### config.mk
export PLATFORM = sky130hd
export DESIGN_NAME = vend_sequencer_flat
export DESIGN_NICKNAME = d
export VERILOG_FILES = /design/src/rtl/vend_sequencer_if.sv /design/src/rtl/vend_sequencer.sv /design/src/flat_wrapper.sv
export SDC_FILE = /design/constraint.sdc
export NUM_CORES = 1
export LEC_CHECK = 0
export BUFFER_PORTS_ARGS = -buffer_cell sky130_fd_sc_hd__buf_2
export CAP_MARGIN = 20
export CORE_UTILIZATION = 50
export CTS_CLUSTER_SIZE = 20
export DETAILED_ROUTE_END_ITERATION = 16
export PLACE_DENSITY = 0.8
export REMOVE_ABC_BUFFERS = 1
export SETUP_SLACK_MARGIN = 0.15
export SYNTH_ARGS = -nofsm -noshare
export SYNTH_HDL_FRONTEND = slang
export SYNTH_SLANG_ARGS = --single-unit
### constraint.sdc
create_clock -name clk -period 2.05 [get_ports clk]
set_clock_uncertainty 0.15 [all_clocks]
set_input_delay 0.41 -clock clk [delete_from_list [all_inputs] [get_ports clk]]
set_output_delay 0.41 -clock clk [all_outputs]
set_load 0.01 [all_outputs]
### src/rtl/vend_sequencer_if.sv
// Coin-sensor, dispense and change-ejector signals of the vending sequencer,
// bundled so the controller and its environment share one port.
interface vend_sequencer_if;
    logic       coin1;
    logic       coin2;
    logic       cancel;
    logic       vend_req;
    logic       vend_ack;
    logic       chg_req;
    logic       chg_ack;
    logic [3:0] credit;
    logic [3:0] products;
    logic       busy;
    logic       coin_rej;

    modport slave (
        input  coin1, coin2, cancel, vend_ack, chg_ack,
        output vend_req, chg_req, credit, products, busy, coin_rej
    );

    modport master (
        output coin1, coin2, cancel, vend_ack, chg_ack,
        input  vend_req, chg_req, credit, products, busy, coin_rej
    );
endinterface

### src/rtl/vend_sequencer.sv
// Vending-machine sequencer: synchronises coin/cancel sensors, accumulates
// credit, requests a dispense, then returns change one coin at a time.
module vend_sequencer #(
    parameter int PRICE   = 3,
    parameter int TIMEOUT = 1000
) (
    input  logic              clk,
    input  logic              rst_n,
    vend_sequencer_if.slave   bus
);
    localparam logic [1:0]  ST_IDLE    = 2'd0;
    localparam logic [1:0]  ST_COLLECT = 2'd1;
    localparam logic [1:0]  ST_VEND    = 2'd2;
    localparam logic [1:0]  ST_CHANGE  = 2'd3;
    localparam logic [3:0]  PRICE_C    = 4'(PRICE);
    localparam logic [15:0] TMO_LAST   = 16'(TIMEOUT - 1);

    // bit 0 = coin1, bit 1 = coin2, bit 2 = cancel
    logic [2:0]  meta_q, meta_d, sync_q, sync_d, prev_q, prev_d;
    logic [1:0]  warm_q, warm_d;
    logic [2:0]  evt_s;

    logic [1:0]  state_q, state_d;
    logic [3:0]  credit_q, credit_d, products_q, products_d;
    logic [15:0] timer_q, timer_d;
    logic        vend_req_q, vend_req_d, chg_req_q, chg_req_d;
    logic        busy_q, busy_d, coin_rej_q, coin_rej_d;
    logic [3:0]  coin_add_s, credit_sum_s;
    logic        coin_evt_s, cancel_evt_s;

    // Synchroniser and edge detect; for two edges after reset the edge flop is
    // forced high so a pin held through reset must fall before it can count.
    always_comb begin
        meta_d = {bus.cancel, bus.coin2, bus.coin1};
        sync_d = meta_q;
        if (warm_q != 2'd2) begin
            prev_d = 3'b111;
            warm_d = warm_q + 2'd1;
        end else begin
            prev_d = sync_q;
            warm_d = warm_q;
        end
        evt_s = sync_q & ~prev_q;
    end

    // Sequencer next-state logic
    always_comb begin
        coin_add_s   = {3'd0, evt_s[0]} + {2'd0, evt_s[1], 1'b0};
        coin_evt_s   = evt_s[0] | evt_s[1];
        cancel_evt_s = evt_s[2];
        credit_sum_s = credit_q + coin_add_s;
        state_d      = state_q;
        credit_d     = credit_q;
        products_d   = products_q;
        timer_d      = timer_q;
        chg_req_d    = chg_req_q;
        coin_rej_d   = 1'b0;
        case (state_q)
            ST_IDLE, ST_COLLECT: begin
                if (coin_evt_s) begin
                    // coin is credited before a same-cycle cancel is considered
                    credit_d = credit_sum_s;
                    timer_d  = 16'd0;
                    if (credit_sum_s >= PRICE_C) begin
                        state_d = ST_VEND;
                    end else if (cancel_evt_s && (state_q == ST_COLLECT)) begin
                        state_d = ST_CHANGE;
                    end else begin
                        state_d = ST_COLLECT;
                    end
                end else if (state_q == ST_COLLECT) begin
                    if (cancel_evt_s || (timer_q == TMO_LAST)) begin
                        state_d = ST_CHANGE;
                        timer_d = 16'd0;
                    end else begin
                        timer_d = timer_q + 16'd1;
                    end
                end else begin
                    timer_d = 16'd0;
                end
            end
            ST_VEND: begin
                coin_rej_d = coin_evt_s;
                if (bus.vend_ack) begin
                    credit_d   = credit_q - PRICE_C;
                    products_d = products_q + 4'd1;
                    state_d    = (credit_q > PRICE_C) ? ST_CHANGE : ST_IDLE;
                end else begin
                    state_d = ST_VEND;
                end
            end
            ST_CHANGE: begin
                coin_rej_d = coin_evt_s;
                if (chg_req_q) begin
                    if (bus.chg_ack) begin
                        chg_req_d = 1'b0;
                        credit_d  = credit_q - 4'd1;
                    end else begin
                        chg_req_d = 1'b1;
                    end
                end else if (!bus.chg_ack) begin
                    // request only once the previous acknowledge has dropped
                    if (credit_q != 4'd0) begin
                        chg_req_d = 1'b1;
                    end else begin
                        state_d = ST_IDLE;
                    end
                end else begin
                    chg_req_d = 1'b0;
                end
            end
            default: begin
                state_d   = ST_IDLE;
                chg_req_d = 1'b0;
            end
        endcase
        vend_req_d = (state_d == ST_VEND);
        busy_d     = (state_d == ST_VEND) || (state_d == ST_CHANGE);
    end

    // State and output registers
    always_ff @(posedge clk or negedge rst_n) begin
        if (!rst_n) begin
            meta_q     <= 3'b000;
            sync_q     <= 3'b000;
            prev_q     <= 3'b000;
            warm_q     <= 2'd0;
            state_q    <= ST_IDLE;
            credit_q   <= 4'd0;
            products_q <= 4'd0;
            timer_q    <= 16'd0;
            vend_req_q <= 1'b0;
            chg_req_q  <= 1'b0;
            busy_q     <= 1'b0;
            coin_rej_q <= 1'b0;
        end else begin
            meta_q     <= meta_d;
            sync_q     <= sync_d;
            prev_q     <= prev_d;
            warm_q     <= warm_d;
            state_q    <= state_d;
            credit_q   <= credit_d;
            products_q <= products_d;
            timer_q    <= timer_d;
            vend_req_q <= vend_req_d;
            chg_req_q  <= chg_req_d;
            busy_q     <= busy_d;
            coin_rej_q <= coin_rej_d;
        end
    end

    assign bus.vend_req = vend_req_q;
    assign bus.chg_req  = chg_req_q;
    assign bus.credit   = credit_q;
    assign bus.products = products_q;
    assign bus.busy     = busy_q;
    assign bus.coin_rej = coin_rej_q;
endmodule

### src/flat_wrapper.sv
// flat-port wrapper written by rule: the top's interface ports become plain ports
module vend_sequencer_flat 
#(
    parameter int PRICE   = 3,
    parameter int TIMEOUT = 1000
)
  (clk, rst_n, bus_coin1, bus_coin2, bus_cancel, bus_vend_ack, bus_chg_ack, bus_vend_req, bus_chg_req, bus_credit, bus_products, bus_busy, bus_coin_rej);
  vend_sequencer_if bus_i ();
  input  logic clk;
  input  logic rst_n;
  input wire logic [$bits(bus_i.coin1)-1:0] bus_coin1;
  input wire logic [$bits(bus_i.coin2)-1:0] bus_coin2;
  input wire logic [$bits(bus_i.cancel)-1:0] bus_cancel;
  input wire logic [$bits(bus_i.vend_ack)-1:0] bus_vend_ack;
  input wire logic [$bits(bus_i.chg_ack)-1:0] bus_chg_ack;
  output wire logic [$bits(bus_i.vend_req)-1:0] bus_vend_req;
  output wire logic [$bits(bus_i.chg_req)-1:0] bus_chg_req;
  output wire logic [$bits(bus_i.credit)-1:0] bus_credit;
  output wire logic [$bits(bus_i.products)-1:0] bus_products;
  output wire logic [$bits(bus_i.busy)-1:0] bus_busy;
  output wire logic [$bits(bus_i.coin_rej)-1:0] bus_coin_rej;
  assign bus_i.coin1 = bus_coin1;
  assign bus_i.coin2 = bus_coin2;
  assign bus_i.cancel = bus_cancel;
  assign bus_i.vend_ack = bus_vend_ack;
  assign bus_i.chg_ack = bus_chg_ack;
  assign bus_vend_req = bus_i.vend_req;
  assign bus_chg_req = bus_i.chg_req;
  assign bus_credit = bus_i.credit;
  assign bus_products = bus_i.products;
  assign bus_busy = bus_i.busy;
  assign bus_coin_rej = bus_i.coin_rej;
  vend_sequencer #(.PRICE(PRICE), .TIMEOUT(TIMEOUT)) u_core (.clk(clk), .rst_n(rst_n), .bus(bus_i));
endmodule
Word level (Yosys, flattened, before mapping). Index checks and enable logic that the tools add are counted.

Add/subtract/negate cells: 7. Bitwise logic cells: 3. Multiplexer cells: 25. Equal/unequal tests: 11. Magnitude comparators: 2. Reductions and logical operators: 9.

Operator list (number): $mux W16 (3); $mux W2 (10); $add A16 B1 Y16 const B (1); $eq A16 B10 Y1 const B (1); $mux W4 (4); $pmux W4 S3 (1); $eq A2 B2 Y1 const B (4); $ne A2 B2 Y1 const B (3); $pmux W2 S3 (1); $mux W1 (5); $add A4 B1 Y4 const B (1); $add A4 B4 Y4 (1); $ge A4 B2 Y1 const B (1); $gt A4 B2 Y1 const B (1); $ne A2 B1 Y1 const B (2); $reduce_and A4 Y1 (1); $reduce_bool A4 Y1 (1); $reduce_or A2 Y1 (2); $sub A4 B1 Y4 const B (1); $sub A4 B2 Y4 const B (1); $add A1 B2 Y3 (1); $and A3 B3 Y3 (1); $mux W3 (1); $not A3 Y3 (1); other kinds (7) (8).

Logic and storage cells: 69. Output and inout port bits: 12. Register bits after elaboration: 41. Input port bits: 7.

Logic depth before layout (Yosys ltp). Gate-level depths: netlist of run 1.

Depth after elaboration: 10. Mapped depth: 8.

Least setup slack after synthesis of run 1. No wires, ideal clock.

Path type: register to register. Start point: register u_core.timer_q[4]. End point: register u_core.timer_q[12]. Clock period less this slack: 2182 ps. Path buffers: 1. Data arrival time: 1907 ps. Cell stages (with the launch flop): 7. Setup time: 125 ps. Path slack: -132 ps. Path through: dfrtp_1 > or4_1 > nor4_4 > or4_4 > buf_6 > nor2_1 > mux2_2.

Word-level cells in the longest chain between the ends: 5.

Ends and longest elaborated chain: start: declaration (RTL line vend_sequencer.sv:25) `logic [15:0] timer_q, timer_d;`; start signal: assignment (RTL line vend_sequencer.sv:144) `timer_q <= timer_d;`; parallel branches: the longest is 2 deep, another holds $add A16 B1 Y16; $mux W16 * (RTL line vend_sequencer.sv:72) `if (cancel_evt_s || (timer_q == TMO_LAST)) begin`; $mux W16 * (RTL line vend_sequencer.sv:71) `end else if (state_q == ST_COLLECT) begin`; $mux W16 * (RTL line vend_sequencer.sv:60) `if (coin_evt_s) begin`.

Every way passes the cells marked *. A chain may end at the register's enable or synchronous reset.

Worst setup path in the final report of run 1.
Start point: register u_core.timer_q[15]. End point: register u_core.timer_q[4].

Word-level cells in the longest chain between the ends: 5.

Ends and longest elaborated chain (RTL line): $eq A16 B10 Y1 (vend_sequencer.sv:72); $logic_or A1 B1 Y1 (vend_sequencer.sv:72); $mux W16 (vend_sequencer.sv:72); $mux W16 (vend_sequencer.sv:71); $mux W16 (vend_sequencer.sv:60).

No other way between the ends.

==> results of run 1 <==
## worst register-to-register path: cells and delay by family (launching register included)
family	cells	cell delay, ns
AOI/OAI and AO/OA	2	0.31
buffers and inverters	1	0.17
and+or+nand+nor	3	1.15
DFF	1	0.40
## report_power, final
part | leakage (nW) | switching, mW | internal [mW] | total (mW)
clock | 0.0542 | 0.278 | 0.304 | 0.582
combinational | 0.688 | 0.770 | 0.632 | 1.40
sequential | 0.518 | 0.136 | 0.970 | 1.11
total | 1.26 | 1.18 | 1.91 | 3.09
## stage by stage
| step | setup TNS [ns] | power [mW] | utilization [%] | cells |
|---|---|---|---|---|
| floorplan | -2.10 | 1.84 | - | 200 |
| global placement | -1.15 | 2.28 | 60.7 | 299 |
| detailed placement | -1.69 | 2.33 | 60.7 | 299 |
| CTS | -1.09 | 2.98 | 65.6 | 312 |
| global route | -3.93 | 3.29 | 68.4 | 315 |
| finish | -2.68 | 3.09 | 68.4 | 315 |
## placed cells by master, fill, tap and decap left out, types with 7 or more instances in the layout
cell type,count
sky130_fd_sc_hd__clkbuf_8,7
sky130_fd_sc_hd__nor2_1,12
sky130_fd_sc_hd__buf_4,32
sky130_fd_sc_hd__buf_2,18
sky130_fd_sc_hd__a31oi_1,7
sky130_fd_sc_hd__nand3_1,8
sky130_fd_sc_hd__nand2_1,21
sky130_fd_sc_hd__o21ai_0,7
sky130_fd_sc_hd__inv_1,7
sky130_fd_sc_hd__dfrtp_1,41
## cells by family (layout without fill, tap and decap cells)
group | Yosys count | in the layout | synth area share (%)
fa+ha+maj | 9 | 9 | 5.63
xor+xnor | 10 | 10 | 4.19
compound gates | 47 | 47 | 14.3
buf+inv | 19 | 75 | 4.19
simple gates | 78 | 79 | 20.6
mux | 4 | 4 | 2.03
flops | 41 | 41 | 49.1
## sequential cells by signal (all words and copies together) (netlist names)
name / flops
u_core.bus.credit: 4
u_core.warm_q: 2
u_core.bus.vend_req: 1
u_core.bus.busy: 1
u_core.sync_q: 3
u_core.bus.coin_rej: 1
u_core.meta_q: 3
u_core.prev_q: 3
u_core.timer_q: 16
u_core.bus.products: 4
u_core.state_q: 2
u_core.bus.chg_req: 1
## cell type report
type                       count  area [um2]  area share, %
clock inverter                 1        5.00          0.183
sequential                    41        1030           37.5
inverter                      11        45.0           1.65
clock buffer                   7        96.3           3.52
tap                           50        62.6           2.29
multi-input combinational    149        1100           40.3
timing repair buffer          56         398           14.5
## routing by layer
layer | global-route usage (%) | share of wire (%)
met4 | 11.2 | 3.3
met1 | 29.0 | 41
met5 | 0 | 0
met2 | 38.4 | 49
met3 | 6.16 | 6.1
## how the worst max path moves through the flow
stage | endpoint | slack [ns] | depth (start not counted)
after floorplan | u_core.timer_q[13]$_DFFE_PN0P_ | -0.28 | 4
after global placement | u_core.timer_q[12]$_DFFE_PN0P_ | -0.15 | 5
after detailed placement | u_core.bus.vend_req$_DFF_PN0_ | -0.17 | 8
after CTS | u_core.timer_q[4]$_DFFE_PN0P_ | -0.14 | 6
after global routing | u_core.timer_q[4]$_DFFE_PN0P_ | -0.30 | 6
final | u_core.timer_q[4]$_DFFE_PN0P_ | -0.23 | 6
## repair_timing
action                                  CTS  global route
endpoints found under the setup margin   22            23
gates resized for setup                  20            22
pin swaps                                15            14
gates cloned                              1             0
setup buffers                             4             3
==> impl.org, run 1 <==
** Outcome
- Outcome :: finished with violations
- Violations in the final reports :: negative setup slack

** Placed design
- Placer Congestion :: about 0.80
- Final HPWL DP :: ~3.0 mm
- Instance area at placement :: roughly 2400 um2
- Port bufs :: 18
- Pre-CTS setup slack :: -0.167 ns

** Detailed routing
- Using the TritonRoute via totals, the vias-per-cell ratio works out to 5.77.
- Count of TritonRoute iterations in the first routing pass :: 4
- First DRT Iteration DRCs :: between 200 and 250
- Summed over all layers, the routed wires come to between 4 and 5 mm.
- For this run, design rule violations remaining after detail routing come to 0.
- Detailed-route via count :: 1,817
- Post-route antenna net violation count :: 0
- In the final routed layout, each cell accounts on average for 15.8 um.

** Yosys
- The cell count after synthesis came out at 208.
- Ys async rst share :: 100%
- After synthesis, the netlist uses 49 different library cells.
- In the synthesized netlist, the cells that appear most often are sky130_fd_sc_hd__dfrtp_1, sky130_fd_sc_hd__nand2_1, sky130_fd_sc_hd__nor2_1.
- Synthesized cell area :: 2090 um2
- Register area share after synthesis :: between 40% and 50%
- Top flip-flop cell by instance count after synthesis :: sky130_fd_sc_hd__dfrtp_1
- sky130_fd_sc_hd__dfrtp_1 takes more of the synthesized area than any other cell.
- Top-count cell post-synth :: sky130_fd_sc_hd__dfrtp_1
- Top-area cell type share of the netlist area :: between 40% and 50%
- Number of enable-type register cells in the synthesized netlist :: 0
- A synthesized cell averages roughly 10 um2.
- Yosys printed 0 warnings.
- Counting flops and latches in the post-synthesis netlist gives 41.
- Synth area leaders :: sky130_fd_sc_hd__dfrtp_1, sky130_fd_sc_hd__ha_1, sky130_fd_sc_hd__nand2_1, sky130_fd_sc_hd__o21ai_0, sky130_fd_sc_hd__xnor2_1

** GRT
- Across every metal layer, demand over resource in global routing totals a little under a quarter.
- Initial antenna violation count :: 0
- The via count of the first global-routing pass came to between 1,500 and 2,000.
- Pin count of the biggest net entering global routing :: between 40 and 50
- Remaining global-route overflow :: 0
- Global-route wire length before repair :: slightly below 8 mm

** STA
- Final count of pins violating max slew :: 0
- Peak Freq :: between 0.4 and 0.5 GHz
- Setup slack after layout :: -0.231 ns
- Setup violations remaining at the end of the flow were counted as 20.
- After layout, the worst path uses 111% of the clock period.
- After layout, the minimum clock period comes to between 2 and 2.5 ns.
- Setup repair after global routing could not meet its margin everywhere.
- Measured slew at the worst slew-check pin :: roughly 0.58 ns
- Hold timing on the final database bottoms out at a slack of 0.00609 ns.
- Max_slew headroom :: about three fifths
- The final number of hold-violating endpoints was 0.

** Die
- Number of placement rows :: 23
- Floorplan core area :: ~4000 um2
- Width of the chip :: 66.7 um
- The die covers between 4000 and 5000 um2.
- The initial utilization of the core area, before any placement, comes to between 50% and 60%.
- Number of primary I/O pins :: 19
- Die Y :: 66.7 um

** Finish
- Layout overhead on the synthesized area :: 30.9%
- For this run, the post-layout net count is 279.
- The finished cells cover between 2000 and 3000 um2.
- Fraction of layout cells with a size suffix above 1 :: a little under two fifths
- Diodes inserted :: 0
- Fillers :: roughly 270

** CTS
- CTS built an H-tree with a depth of 2.
- In this run, CTS created clock tree buffers numbering 5.
- Root cell of the clock tree :: sky130_fd_sc_hd__clkbuf_8
- After clock tree synthesis, the clock-pin slew on the worst setup and hold paths is 0.08 ns.
- Maximum clock path buffer count :: 2
- Post-CTS Hold Fix Bufs :: 0
- Clock sink total :: 41
- TritonCTS built the clock tree.
- The clock reaches the later pin of the worst-skew pair after roughly 0.30 ns.

** Critical path
- Slowest stage delay, CP :: around 0.55 ns
- In this run the worst setup path begins at u_core.timer_q[15]$_DFFE_PN0P_.
- The critical path is of the reg2reg type.
- For the worst setup path, the data required time is 2.09 ns.
- Worst reg2reg path depth :: 6
- Walking the worst path, the cells encountered are or4_4 -> nor4_4 -> nor4_4 -> buf_4 -> a21o_1 -> a21o_1.
- On the critical path, the stage with the largest delay is an instance of sky130_fd_sc_hd__or4_4.
- Source of the worst register-to-register timing path :: u_core.timer_q[15]$_DFFE_PN0P_
- Setup slack on the worst reg-to-reg path comes out at -0.23 ns.
- STA classifies the critical path startpoint as a flop.
- Counting both buffers and inverters, the worst setup path holds a total of 1.
- Worst Path Arrival :: 2.32 ns
- Crit Path Max Fanout :: 4
- Gate family responsible for the most delay along the worst path :: simple AND/OR/NAND/NOR gates
- Worst R2R End :: u_core.timer_q[4]$_DFFE_PN0P_
- STA classifies the critical path endpoint as a flop.

** Pwr
- The worst-case IR drop observed on VDD is 0.000672 V.
- Power spread over the standard cell area amounts to about 1100 nW/um2.
- The analysis attributes to cell leakage a power of 1.26 nW.

** Flow run
- Number of max-capacitance violations reported :: 0

** Worst hold path
- The tightest min-delay check is of the in2async type.
No activity file was read; power rests on OpenSTA's default activity.
==> inputs of run 2 (changes only) <==
--- a/config.mk
+++ b/config.mk
@@ -7,12 +7,12 @@
 export LEC_CHECK = 0
 export BUFFER_PORTS_ARGS = -buffer_cell sky130_fd_sc_hd__buf_2
 export CAP_MARGIN = 20
+export CORE_ASPECT_RATIO = 1.5
 export CORE_UTILIZATION = 50
 export CTS_CLUSTER_SIZE = 20
 export DETAILED_ROUTE_END_ITERATION = 16
 export PLACE_DENSITY = 0.8
 export REMOVE_ABC_BUFFERS = 1
-export SETUP_SLACK_MARGIN = 0.15
 export SYNTH_ARGS = -nofsm -noshare
 export SYNTH_HDL_FRONTEND = slang
 export SYNTH_SLANG_ARGS = --single-unit
==> run 2 against run 1 <==
Compared with the run above: utilization hardly changed; non-clock buffer count down 3; cell count is 2.5% lower; final area shrank 0.96%; register-to-register slack improved by 0.04 ns; via count grew 1.3%; critical path type unchanged; sequential cell count stayed put; clock power grew 17%; the flow still finishes with violations (negative setup slack); sequential power is essentially flat.
==> impl.org, run 2 (synthesis gave the netlist of run 1 again) <==
** Finish
- Fraction of layout cells with a size suffix above 1 :: 34.0% (was 37.7%)
- Max FFs per register :: 16 (unchanged)
- Layout overhead on the synthesized area :: 29.6% (was 30.9%)
- The count of nets after finishing was 276 (was 279).
- Most frequent cells in the layout: sky130_fd_sc_hd__dfrtp_1, sky130_fd_sc_hd__buf_4, sky130_fd_sc_hd__nand2_1 (unchanged).
- Finished Layout Cells :: 307 (was 315)
- The most flop-heavy register is u_core.timer_q (unchanged).
- Commonest non-fill, non-tap cell in the layout :: sky130_fd_sc_hd__dfrtp_1 (unchanged)
- The filler cell count came to 293 (was 273).
- The number of inserted diodes came to 0 (unchanged).

** Critical path
- The number of cells on the worst reg-to-reg path is 6 (unchanged).
- The endpoint arrival time on the critical path was 2.28 ns (was 2.32 ns).
- The required time reported for the critical path endpoint was 2.08 ns (was 2.09 ns).
- Critical path launch point type :: flop (unchanged)
- The critical register-to-register path startpoint is u_core.timer_q[11]$_DFFE_PN0P_ (was u_core.timer_q[15]$_DFFE_PN0P_).
- R2R setup slack :: -0.19 ns (was -0.23 ns)
- The worst flop-to-flop path endpoint was u_core.timer_q[12]$_DFFE_PN0P_ (was u_core.timer_q[4]$_DFFE_PN0P_).
- The biggest fanout along the worst timing path came to 4 (unchanged).
- Critical path class :: reg2reg (unchanged)
- The sort of element at the end of the critical path is a flop (unchanged).

** Die
- Width of the chip :: 54.8 um (was 66.7 um)
- Floorplan core area :: 3960 um2 (was 4000 um2)
- Number of primary I/O pins :: 19 (unchanged)
- The initial cell density of the core came to 52.8% (was 52.3%).
- The die span in y was 81.2 um (was 66.7 um).
- The die area is 4450 um2 (was 4440 um2).
- The number of placement rows is 28 (was 23).

** Detailed routing
- The detailed-route vias per instance came to 6.00 (was 5.77).
- The number of iterations in the first detailed-routing pass came to 4 (unchanged).
- Post-route antenna net violation count :: 0 (unchanged)
- The amount of wire on met3 after detailed routing is 179 um (was 305 um).
- Met2 layer wire length in the routed design :: 2.77 mm (was 2.47 mm)
- The routed wire length came to 5.01 mm (was 4.99 mm).
- The number of DRC violations after detailed routing was 0 (unchanged).
- Final routed wire length divided by cell count :: 16.3 um (was 15.8 um)
- The highest metal layer with signal wires was met4 (unchanged).
- The number of vias after detailed routing came to 1,841 (was 1,817).
- The initial detailed-routing violation count is 60 (was 224).
- The total routed wire length on the met1 layer was 1.89 mm (was 2.06 mm).

** Placed design
- Port bufs :: 18 (unchanged)
- The detailed-placement wirelength estimate is 3.09 mm (was 3.05 mm).
- The global placement routability congestion is 0.799 (was 0.802).
- Number of instances in the placed design :: 290 (was 299)

** STA
- The actual slew at the worst max-slew pin came to 0.707 ns (was 0.579 ns).
- The maximum clock frequency was 0.446 GHz (was 0.438 GHz).
- Count of endpoints failing setup in the final report :: 18 (was 20)
- The max-slew headroom at the worst pin came to 52.9% (was 61.3%).
- Unrepaired setup endpoints after global routing :: yes (unchanged)
- The number of max-slew violations in the final report is 0 (unchanged).
- Fin. Hold Viols :: 0 (unchanged)
- Setup slack after layout :: -0.192 ns (was -0.231 ns)
- The final cycle utilization of the critical path was 109% (was 111%).
- Period minus WS final :: 2.24 ns (was 2.28 ns)

** CTS
- Clock sink total :: 41 (unchanged)
- The CTS root buffer is sky130_fd_sc_hd__clkbuf_8 (unchanged).
- TritonCTS buffer count :: 5 (unchanged)
- The CTS tree was built (unchanged).
- The clock transition time at the flip-flop clock pins of the worst setup and hold paths came to 0.08 ns (about the same).
- Maximum clock path buffer count :: 2 (unchanged)
- The deepest level of the CTS H-tree was 2 (unchanged).
- The insertion delay to the later sink of the worst-skew pair was 0.30 ns (about the same).

** Pwr
- VDD IR max :: 0.000947 V (was 0.000672 V)
- Total power :: 3.14 mW (was 3.09 mW)
- PwrDens :: 1160 nW/um2 (was 1130 nW/um2)
- The cell leakage power is 1.23 nW (was 1.26 nW).

** GRT
- Total track usage :: 23.9% (was 23.6%)
- The via count of the first global-routing pass was 1,737 (was 1,769).
- The global-route wire length before repair is 7.67 mm (was 7.73 mm).
- The remaining global-route overflow was 0 (unchanged).
- The initial antenna violation count was 0 (unchanged).
- Pin count of the biggest net entering global routing :: 32 (was 42)

** Outcome
- Violations in the final reports :: negative setup slack (unchanged)
- Outcome :: finished with violations (unchanged)

** Flow run
- The max-capacitance violation count was 0 (unchanged).

** Worst hold path
- Class of the tightest hold or removal check :: in2async (unchanged)
## run 2: metal layers
| metal | GRT usage [%] | vias to the layer above |
|---|---|---|
| met3 | 4.49 | 23 |
| li1 | - | 846 |
| met4 | 10.5 | 0 |
| met1 | 27.4 | 911 |
| met2 | 41.3 | 61 |
| met5 | 0 | - |
## run 2: final cells by class
type,instances,area (um2),share of cell area (%)
inverter,11,41.3,1.52
clock buffer,6,82.6,3.05
multi-input combinational,149,1100,40.7
clock inverter,2,37.5,1.39
timing repair buffer,53,364,13.4
tap,45,56.3,2.08
sequential,41,1030,37.9
## run 2: per-stage QoR
step	hold slack (ns)	setup slack [ns]	cell area, um2	util [%]	TNS (ns)
floorplan	-0.0356	-0.279	2040	-	-2.10
global placement	0.181	-0.135	2390	60.5	-1.32
detailed placement	0.188	-0.174	2390	60.5	-1.92
CTS	0.0289	-0.121	2580	65.3	-1.22
global route	0.0574	-0.254	2710	68.5	-2.97
finish	0.00548	-0.192	2710	68.5	-1.71
## run 2: report_power, final
group / internal, mW / total [mW] / switching [mW] / leakage [nW]
logic: 0.595 / 1.34 / 0.750 / 0.654
clock network: 0.396 / 0.683 / 0.288 / 0.0574
registers: 0.970 / 1.11 / 0.139 / 0.518
## run 2: what timing repair did
item / CTS / global route
resized for setup: 13 / 22
hold buffers: 0 / 0
pin swaps: 9 / 15
gates cloned: 0 / 1
buffers inserted: 5 / 3
endpoints found under the setup margin: 18 / 21
## run 2: critical path: stages, from the launching register on
cell and delay (ns):
sky130_fd_sc_hd__dfrtp_1 0.38, sky130_fd_sc_hd__or4_4 0.56, sky130_fd_sc_hd__nor4_4 0.32, sky130_fd_sc_hd__buf_4 0.20, sky130_fd_sc_hd__nor4_4 0.07, sky130_fd_sc_hd__a21o_1 0.19
sky130_fd_sc_hd__mux2_4 0.25
## run 2: how the worst max path moves through the flow
| stage | start | slack (ns) | depth (start not counted) | endpoint |
|---|---|---|---|---|
| detailed placement | u_core.prev_q[0]$_DFF_PN0_ | -0.17 | 8 | u_core.bus.vend_req$_DFF_PN0_ |
| finish | u_core.timer_q[11]$_DFFE_PN0P_ | -0.19 | 6 | u_core.timer_q[12]$_DFFE_PN0P_ |
| CTS | u_core.timer_q[10]$_DFFE_PN0P_ | -0.12 | 6 | u_core.timer_q[12]$_DFFE_PN0P_ |
| global route | u_core.timer_q[11]$_DFFE_PN0P_ | -0.25 | 7 | u_core.timer_q[8]$_DFFE_PN0P_ |
| floorplan | u_core.state_q[1]$_DFF_PN0_ | -0.28 | 4 | u_core.timer_q[13]$_DFFE_PN0P_ |
| global placement | u_core.timer_q[4]$_DFFE_PN0P_ | -0.13 | 5 | u_core.timer_q[12]$_DFFE_PN0P_ |
==> inputs of run 3 (changes only) <==
--- a/config.mk
+++ b/config.mk
@@ -11,7 +11,7 @@
 export CORE_UTILIZATION = 50
 export CTS_CLUSTER_SIZE = 20
 export DETAILED_ROUTE_END_ITERATION = 16
-export PLACE_DENSITY = 0.8
+export PLACE_DENSITY = 0.77
 export REMOVE_ABC_BUFFERS = 1
 export SYNTH_ARGS = -nofsm -noshare
 export SYNTH_HDL_FRONTEND = slang
==> constraint.sdc (replaced) <==
create_clock -name clk -period 2.8 [get_ports clk]
set_clock_uncertainty 0.15 [all_clocks]
set_input_delay 0.56 -clock clk [delete_from_list [all_inputs] [get_ports clk]]
set_output_delay 0.56 -clock clk [all_outputs]
set_load 0.01 [all_outputs]
==> run 3 against run 2 <==
Compared with the run above: the run now ends clean; sequential cell count stayed put; maximum frequency is 3.4% lower; combinational power is 42% lower; routed wire length is 17% lower; register-to-register slack better by 0.67 ns; critical path depth stayed put; largest power group is now sequential cells; critical endpoint is now u_core.timer_q[13]$_DFFE_PN0P_; non-clock buffer count is 32 lower; sequential power is 25% lower.
==> impl.org, run 3 (synthesis gave the netlist of run 1 again) <==
** Pwr
- VDD IR max :: 0.000789 V (was 0.000947 V)
- PwrDens :: 927 nW/um2 (was 1160 nW/um2)
- Total power :: 2.17 mW (was 3.14 mW)
- Standby leakage power :: 1.07 nW (was 1.23 nW)

** CTS
- Buffer count from post-CTS setup fixing :: 0 (was 5)
- The clock transition time at the flip-flop clock pins of the worst setup and hold paths came to 0.08 ns (about the same).
- The number of clock sinks was 41 (unchanged).
- CTS resizes :: 0 (was 13)
- The CTS tree is built (unchanged).
- The maximum root-to-sink buffer count was 2 (unchanged).
- The deepest level of the CTS H-tree is 2 (unchanged).
- Post-CTS Hold Fix Bufs :: 0 (unchanged)
- The total CTS buffers is 5 (unchanged).
- The CTS root buffer is sky130_fd_sc_hd__clkbuf_8 (unchanged).
- Clock insertion delay at the later pin of the skew report :: 0.30 ns (about the same)

** Placed design
- Port bufs :: 18 (unchanged)
- The detailed-placement wirelength estimate came to 2.90 mm (was 3.09 mm).
- The global placement routability congestion is 0.827 (was 0.799).
- Instance area at placement :: 2210 um2 (was 2390 um2)

** Finish
- Nets :: 243 (was 276)
- The most common cell after layout, fill and taps aside was sky130_fd_sc_hd__dfrtp_1 (unchanged).
- Share of the core filled with cells :: 59.3% (was 68.5%)
- Diodes inserted :: 0 (unchanged)
- Register bank with the most flops :: u_core.timer_q (unchanged)
- The filler cell count was 340 (was 293).
- Post-Layout Inst Area :: 2350 um2 (was 2710 um2)
- Most frequent cells in the layout: sky130_fd_sc_hd__dfrtp_1, sky130_fd_sc_hd__nand2_1, sky130_fd_sc_hd__buf_2 (was sky130_fd_sc_hd__dfrtp_1, sky130_fd_sc_hd__buf_4, sky130_fd_sc_hd__nand2_1).
- The number of flip-flops under the largest register name came to 16 (unchanged).
- Layout overhead on the synthesized area :: 12.3% (was 29.6%)
- Fraction of layout cells with a size suffix above 1 :: 16.6% (was 34.0%)

** Detailed routing
- The routed wirelength normalized by instance count was 15.1 um (was 16.3 um).
- The number of DRC violations after detailed routing was 0 (unchanged).
- Count of TritonRoute iterations in the first routing pass :: 5 (was 4)
- The initial detailed-routing violation count is 54 (was 60).
- The number of vias after detailed routing came to 1,621 (was 1,841).
- The routed wire length came to 4.14 mm (was 5.01 mm).
- The detailed-route vias per instance came to 5.92 (was 6.00).
- Post-route antenna net violation count :: 0 (unchanged)

** Critical path
- The delay of the slowest cell on the worst path is 0.64 ns (was 0.56 ns).
- Element type at the critical path end :: flop (unchanged)
- The master of the slowest instance on the critical path is sky130_fd_sc_hd__or4_4 (unchanged).
- Critical path class :: reg2reg (unchanged)
- Source of the worst register-to-register timing path :: u_core.sync_q[1]$_DFF_PN0_ (was u_core.timer_q[11]$_DFFE_PN0P_)
- Data required time of the worst path :: 2.87 ns (was 2.08 ns)
- CP Cell Sequence: nand2b_2 -> inv_2 -> or3_1 -> or4_4 -> or3_1 -> o21ai_0 (was or4_4 -> nor4_4 -> buf_4 -> nor4_4 -> a21o_1 -> mux2_4).
- The most prevalent standard cell on the critical path is sky130_fd_sc_hd__or3_1 (was sky130_fd_sc_hd__nor4_4).
- The launching instance or port of the critical path is u_core.sync_q[1]$_DFF_PN0_ (was u_core.timer_q[11]$_DFFE_PN0P_).
- The startpoint kind of the worst setup timing path is a flop (unchanged).
- The biggest fanout along the worst timing path is 12 (was 4).
- The endpoint arrival time on the critical path is 2.39 ns (was 2.28 ns).
- The cell class contributing the biggest share of worst-path delay was simple AND/OR/NAND/NOR gates (unchanged).
- Number of buffers and inverters on the critical path :: 1 (unchanged)

** GRT
- Met1 usage :: 27.5% (was 27.4%)
- The overall fraction of global-route tracks in use was 22.8% (was 23.9%).
- The initial antenna violation count is 0 (unchanged).
- Most utilized layer in the global route result :: met2 (unchanged)
- The global-route wire length before repair came to 7.18 mm (was 7.67 mm).
- The largest net degree at the start of global routing was 42 (was 32).
- The remaining global-route overflow was 0 (unchanged).
- Met2 GRT Util :: 36.0% (was 41.3%)
- The via count of the first global-routing pass came to 1,610 (was 1,737).
- GRT met3 Usage :: 5.06% (was 4.49%)

** Flow run
- Number of max-capacitance violations reported :: 0 (unchanged)

** STA
- The maximum clock frequency was 0.431 GHz (was 0.446 GHz).
- The final number of hold-violating endpoints is 0 (unchanged).
- Hold slack :: 0.202 ns (was 0.00548 ns)
- The total negative setup slack was 0 ns (was -1.71 ns).
- Unrepaired setup endpoints after global routing :: no (was yes)
- Max_slew headroom :: 40.7% (was 52.9%)
- The minimum clock period after layout was 2.32 ns (was 2.24 ns).
- Measured slew at the worst slew-check pin :: 0.890 ns (was 0.707 ns)
- The final setup violation count was 0 (was 18).
- The final cycle utilization of the critical path is 82.9% (was 109%).
- Final count of pins violating max slew :: 0 (unchanged)

** Die
- The I/O pin count came to 19 (unchanged).
- Width of the chip :: 54.8 um (unchanged)
- The die area is 4450 um2 (unchanged).
- The die span in y is 81.2 um (unchanged).
- The number of placement rows was 28 (unchanged).
- Floorplan core area :: 3960 um2 (unchanged)
- The initial cell density of the core is 52.8% (unchanged).

** Outcome
- Outcome: finished, final reports clean (was finished with violations).

** Worst hold path
- The kind of path behind the tightest hold check is reg2reg (was in2async).
- In this run the most critical hold path is launched from u_core.meta_q[2]$_DFF_PN0_.
[run 3: cell types whose count changed in the layout (fill, tap and decap cells not counted), moves of 2 or more]
cell,before,now
sky130_fd_sc_hd__a21oi_1,6,8
sky130_fd_sc_hd__or4_1,0,2
sky130_fd_sc_hd__buf_6,3,0
sky130_fd_sc_hd__buf_4,32,3
sky130_fd_sc_hd__ha_1,5,7
sky130_fd_sc_hd__o21ai_0,7,13
sky130_fd_sc_hd__a21oi_2,2,0
sky130_fd_sc_hd__o21ai_2,3,0
sky130_fd_sc_hd__o21ai_1,4,1
sky130_fd_sc_hd__or4_4,3,1
[run 3: report_power, final]
part / total [mW] / leakage (nW) / internal [mW] / switching, mW
Combinational: 0.782 / 0.479 / 0.323 / 0.459
Clock: 0.562 / 0.0681 / 0.354 / 0.208
Sequential: 0.831 / 0.518 / 0.710 / 0.121
[run 3: worst paths after layout]
kind,cells past startpoint,slack (ns),to
min in group asynchronous,1,0.21,u_core.timer_q[0]$_DFFE_PN0P_
hold reg to reg,0,0.20,u_core.sync_q[2]$_DFF_PN0_
setup reg to reg,6,0.48,u_core.timer_q[13]$_DFFE_PN0P_
hold / removal,0,0.20,u_core.sync_q[2]$_DFF_PN0_
max in group asynchronous,1,1.71,u_core.bus.products[3]$_DFFE_PN0P_
setup / recovery,6,0.48,u_core.timer_q[13]$_DFFE_PN0P_
[run 3: area by class of cell]
| cell class | count | area, um2 | share of cell area (%) |
|---|---|---|---|
| clock buffers | 5 | 68.8 | 2.93 |
| clock inverters | 3 | 65.1 | 2.77 |
| inverters | 11 | 41.3 | 1.76 |
| multi-input cells | 148 | 977 | 41.6 |
| flip-flops and latches | 41 | 1030 | 43.7 |
| well taps | 45 | 56.3 | 2.40 |
| repair buffers | 21 | 113 | 4.80 |
[run 3: worst reg2reg max path: cells and delay by family (launching register included)]
kind                   cells  cell delay (ns)
buffers and inverters      1             0.05
DFF                        1             0.39
AOI/OAI and AO/OA          1             0.08
and+or+nand+nor            4             1.58
[run 3: per-layer routing]
layer / routed length (um) / vias to the layer above
met1: 1750 / 807
met4: 89 / 0
met5: 0 / -
li1: - / 777
met3: 114 / 7
met2: 2190 / 30
[run 3: per-stage QoR]
step,setup slack [ns],instances
after floorplan,0.471,200
after global placement,0.534,266
after detailed placement,0.503,266
after CTS,0.486,274
after global routing,0.299,274
final,0.480,274
